`src/rtl/game_tick_scheduler.sv`:
```
// Game tick scheduler: paces snake updates from a score-dependent period,
// with pause toggling, an update request handshake and overrun detection.
module game_tick_scheduler #(
  parameter int BASE_PERIOD  = 4166667,
  parameter int STEP         = 250000,
  parameter int MIN_PERIOD   = 1000000,
  parameter int PERIOD_WIDTH = 23
) (
  input  logic       CLOCK,
  input  logic       RESET,
  input  logic [1:0] MASTER_STATE,
  input  logic [3:0] SCORE,
  input  logic       PAUSE_BTN,
  input  logic       UPDATE_DONE,
  output logic       GAMECLOCK,
  output logic       UPDATE_REQ,
  output logic [2:0] SPEED_LEVEL,
  output logic       PAUSED,
  output logic       OVERRUN
);

  typedef enum logic [1:0] {
    IDLE   = 2'b00,
    RUN    = 2'b01,
    PAUSE  = 2'b10
  } state_t;

  localparam logic [31:0] BASE_U = 32'(BASE_PERIOD);
  localparam logic [31:0] STEP_U = 32'(STEP);
  localparam logic [31:0] DIFF_U = 32'(BASE_PERIOD - MIN_PERIOD);
  localparam logic [PERIOD_WIDTH-1:0] BASE_P = PERIOD_WIDTH'(BASE_PERIOD);
  localparam logic [PERIOD_WIDTH-1:0] MIN_P  = PERIOD_WIDTH'(MIN_PERIOD);
  localparam logic [PERIOD_WIDTH-1:0] ONE    = PERIOD_WIDTH'(1);

  state_t                  state, state_n;
  logic [PERIOD_WIDTH-1:0] count, count_n;
  logic [PERIOD_WIDTH-1:0] period, period_n;
  logic [PERIOD_WIDTH-1:0] period_calc;
  logic [31:0]             prod;
  logic                    tick, tick_n;
  logic                    req, req_n;
  logic                    ovr, ovr_n;
  logic [2:0]              speed, speed_n;
  logic                    pause_prev;
  logic                    pause_rise;
  logic                    at_last;
  logic                    playing;

  // Score-scaled period, clamped to the floor before it could underflow
  always_comb begin
    prod        = {28'd0, SCORE} * STEP_U;
    period_calc = (prod >= DIFF_U) ? MIN_P : PERIOD_WIDTH'(BASE_U - prod);
  end

  assign pause_rise = PAUSE_BTN & ~pause_prev;
  assign at_last    = (count == period - ONE);
  assign playing    = (MASTER_STATE == 2'b01);
  assign speed_n    = (SCORE > 4'd7) ? 3'd7 : SCORE[2:0];

  // Next state, counter, period latch and handshake outputs
  always_comb begin
    state_n  = state;
    count_n  = count;
    period_n = period;
    tick_n   = 1'b0;
    req_n    = req;
    ovr_n    = ovr;
    if (req && UPDATE_DONE) req_n = 1'b0;
    unique case (state)
      IDLE: begin
        count_n = '0;
        req_n   = 1'b0;
        if (playing) begin
          state_n  = RUN;
          period_n = period_calc;
          ovr_n    = 1'b0;
        end
      end
      RUN: begin
        if (pause_rise) begin
          state_n = PAUSE;
        end else if (at_last) begin
          count_n  = '0;
          period_n = period_calc;
          if (req && !UPDATE_DONE) begin
            ovr_n = 1'b1;
          end else begin
            tick_n = 1'b1;
            req_n  = 1'b1;
          end
        end else begin
          count_n = count + ONE;
        end
      end
      PAUSE: begin
        if (pause_rise) state_n = RUN;
      end
      default: state_n = IDLE;
    endcase
    if (!playing) begin
      state_n = IDLE;
      count_n = '0;
      req_n   = 1'b0;
      tick_n  = 1'b0;
    end
  end

  // State and datapath registers with synchronous reset
  always_ff @(posedge CLOCK) begin
    if (RESET) begin
      state      <= IDLE;
      count      <= '0;
      period     <= BASE_P;
      tick       <= 1'b0;
      req        <= 1'b0;
      ovr        <= 1'b0;
      speed      <= 3'd0;
      pause_prev <= 1'b0;
    end else begin
      state      <= state_n;
      count      <= count_n;
      period     <= period_n;
      tick       <= tick_n;
      req        <= req_n;
      ovr        <= ovr_n;
      speed      <= speed_n;
      pause_prev <= PAUSE_BTN;
    end
  end

  assign GAMECLOCK   = tick;
  assign UPDATE_REQ  = req;
  assign OVERRUN     = ovr;
  assign SPEED_LEVEL = speed;
  assign PAUSED      = (state == PAUSE);

endmodule
```
`config.mk`:
```
export PLATFORM = sky130hd
export DESIGN_NAME = game_tick_scheduler
export DESIGN_NICKNAME = d
export VERILOG_FILES = /design/src/rtl/game_tick_scheduler.sv
export SDC_FILE = /design/constraint.sdc
export NUM_CORES = 1
export LEC_CHECK = 0
export BUFFER_PORTS_ARGS = -buffer_cell sky130_fd_sc_hd__buf_4
export CAP_MARGIN = 20
export CORE_UTILIZATION = 60
export CTS_CLUSTER_SIZE = 30
export DETAILED_ROUTE_END_ITERATION = 8
export PLACE_DENSITY_LB_ADDON = 0.12
export SETUP_SLACK_MARGIN = 0.02
export SYNTH_ARGS = -nofsm -noshare
export SYNTH_HDL_FRONTEND = slang
export SYNTH_SLANG_ARGS = --single-unit
```
`constraint.sdc`:
```
create_clock -name CLOCK -period 6 [get_ports CLOCK]
set_input_delay 0.3 -clock CLOCK [delete_from_list [all_inputs] [get_ports CLOCK]]
set_output_delay 0.3 -clock CLOCK [all_outputs]
set_load 0.01 [all_outputs]
```
==> metrics.md <==
| Metric | Value |
|---|---|
| Highest clock rate | 276 MHz |
| Initial antenna violation count | 0 |
| Max-Cap Viols | 0 |
| Leading area contributor after synthesis | dfxtp_1 |
| Pwr dens | 204 nW/µm² |
| Overall routed net length | between 8000 and 9000 µm |
| Worst skew pair latency | 0.31 ns |
| Flops & latches, synth | 52 |
| GRT Resource Usage Total | around 27% |
| Fin. max-slew vios | 0 |
| Post-Syn Instances | between 400 and 500 |
| Worst path cell trace | inv_1, ha_1, nor3b_1, or4b_2, o211ai_2, nand4b_4, nand2b_4, o31ai_4, nor2_1 |
| Layout cells sized above 1 | between 10% and 20% |
| WP buf/inv | 1 |
| First-pass DRT Iterations | 5 |
| # rows | 29 |
| Critical path capture point type | register |
| Nets | 510 |
| Hold slack | 0.223 ns |
| Die area | 6910 µm² |
| CTS clk-pin slew, worst paths | 0.10 ns |
| WL per Instance | around 16 µm |
| PortBufs | 16 |
| Fin crit period | 3.63 ns |
| Slew headroom | 37.2% |
| Num CTS Buffers | 5 |
| Core Region | 6350 µm² |
| Area Overhead vs Synth | 6.18% |
| Clock buffer depth | 2 |
| Post-DP HPWL | between 6000 and 7000 µm |
| Number of global-route vias before repair | 3309 |
| IO Pins | 17 |
| Initial DRC Count | approximately 300 |
| Mapped Nets | 503 |
| Dominant cells by area after synthesis | dfxtp_1 26%, ha_1 7.9%, xor2_1 6.9% |
| Worst min-delay path class | input pin to register |
| GRT overflow | 0 |
| Final-report setup violation count | 0 |
| Final Core Density | 66.0% |
| Clock tree sinks | 52 |
| Sequential area share after synthesis | about a quarter |
| Least-Margin Pin Slew | 0.942 ns |
| Vias | 3388 |
| Buffer type at the clock tree root | clkbuf_8 |
| Lkg Pwr | roughly 1.6 nW |
| RSZ-0062 raised after global routing | false |
| Largest net degree at the start of global routing | 23 |
| Setup Skew | 0.0141 ns |
| Peak supply drop | between 150 and 200 µV |
| Critical path startpoint category | register |
| CTS resizes | 0 |
| CP top delay family | simple AND/OR/NAND/NOR gates |
| Post-CTS Setup Bufs | 0 |
| Critical path arrival | between 3 and 4 ns |
| Cell area after layout | 4190 µm² |
| Number of synthesized flops with an enable pin | 0 |
| Status | complete, no violations |
| Die Width | 83.1 µm |
| Starting Density | between 60% and 70% |
| Slowest stage delay, CP | 0.78 ns |
| Mapped Avg Cell Area | about 8.5 µm² |
| Fin. Hold Viols | 0 |
| Die Ht | between 80 and 90 µm |
| Vias/cell | between 6 and 7 |
| Post-synth top area share | 26.4% |
| TritonCTS clock tree | yes |
| Critical Path RT | between 6 and 7 ns |
| Hold-fix buffers at CTS | 0 |
| Crit Path Max Fanout | 19 |
| H-tree Lvls | 2 |
| Critical path type | register to register |
| Ys flop type | dfxtp_1 |
| Crit path max-delay cell type | o31ai_4 |
| Remaining DRCs | 0 |
| Post-route ant nets | 0 |
| PnR Total Power | between 0.8 and 0.9 mW |
| Mapped Area | 3950 µm² |
| Distinct cells, synth | 68 |
| DP Area | between 4000 and 5000 µm² |
| Post-synth ARST share | 0% |
| N_diodes | 0 |
| Post-Route Setup TNS | 0 ns |
| First-pass GRT wire length | between 15000 and 20000 µm |
| Gp weighted congestion | around 0.85 |
| Synthesis Warnings | 0 |
| Period Utilization, post-route | 60.5% |
[synth_stat cells (7+ instances only)]
library cell,instances
nand3_1,19
xor2_1,31
a21oi_1,14
clkbuf_1,13
ha_1,25
o211ai_1,7
nor2_1,42
xnor2_1,28
nand4_1,9
inv_1,18
nor2_2,10
nor2b_1,7
nor3_1,18
o21ai_0,11
nor4_1,10
and3_1,9
dfxtp_1,52
nand2_1,29
[power breakdown]
group | switching [mW] | total, mW | internal [mW]
clock | 0.120 | 0.244 | 0.124
sequential | 0.0212 | 0.380 | 0.359
combinational | 0.135 | 0.233 | 0.0978
[cell type report]
| class | count | area [µm²] |
|---|---|---|
| clock buffers | 5 | 68.8 |
| inverters | 19 | 71.3 |
| clock inverters | 3 | 42.5 |
| repair buffers | 17 | 128 |
| fillers | 539 | 2160 |
| well taps | 77 | 96.3 |
| multi-input cells | 375 | 2740 |
| flip-flops and latches | 52 | 1040 |
[flip-flops by register name (all words and copies together), names as in the netlist]
name	cells
UPDATE_REQ	1
GAMECLOCK	1
OVERRUN	1
SPEED_LEVEL	3
pause_prev	1
count	23
state	2
period	20
[per-stage QoR]
step,worst slack [ns],instances
global route,2.02,548
floorplan,2.66,463
CTS,2.37,548
detailed placement,2.18,540
global placement,2.27,540
finish,2.37,548
[path summary, 6_finish.rpt]
kind / startpoint / endpoint / slack (ns) / cells past startpoint
setup / recovery: period[4] / count[21] / 2.37 / 9
hold / removal: PAUSE_BTN / pause_prev / 0.22 / 2
setup reg to reg: period[4] / count[21] / 2.37 / 9
hold reg to reg: period[22] / period[22] / 0.50 / 1
[cells by family after synthesis]
family                   after synthesis  share of synthesized area [%]
AND/OR/NAND/NOR                      203                           29.1
buffers and inverters                 36                           4.12
flip-flops                            52                           26.4
AO/OA/AOI/OAI                         79                           15.8
adder cells (fa/ha/maj)               30                           10.5
XOR/XNOR                              59                           13.1
multiplexers                           4                           1.05
[layout by cell type, fill, tap and decap left out, types with 9 or more instances in the layout]
cell     count
and3_1       9
a21oi_1     14
nand2_1     29
o21ai_0     11
nor4_1      10
inv_1       18
dfxtp_1     52
nor2_1      42
xor2_1      31
nor3_1      18
buf_4       17
ha_1        25
nand4_1      9
nand3_1     19
nor2_2      10
xnor2_1     28
[metal layers]
layer	wire (µm)	part of all wire [%]	track usage (%)	vias up
met5	0	0	0	-
li1	-	-	-	1697
met3	381	4.4	3.58	8
met2	4170	48	44.2	107
met4	91	1.0	8.15	0
met1	4060	47	36.7	1576
No activity file was read; power rests on OpenSTA's default activity.
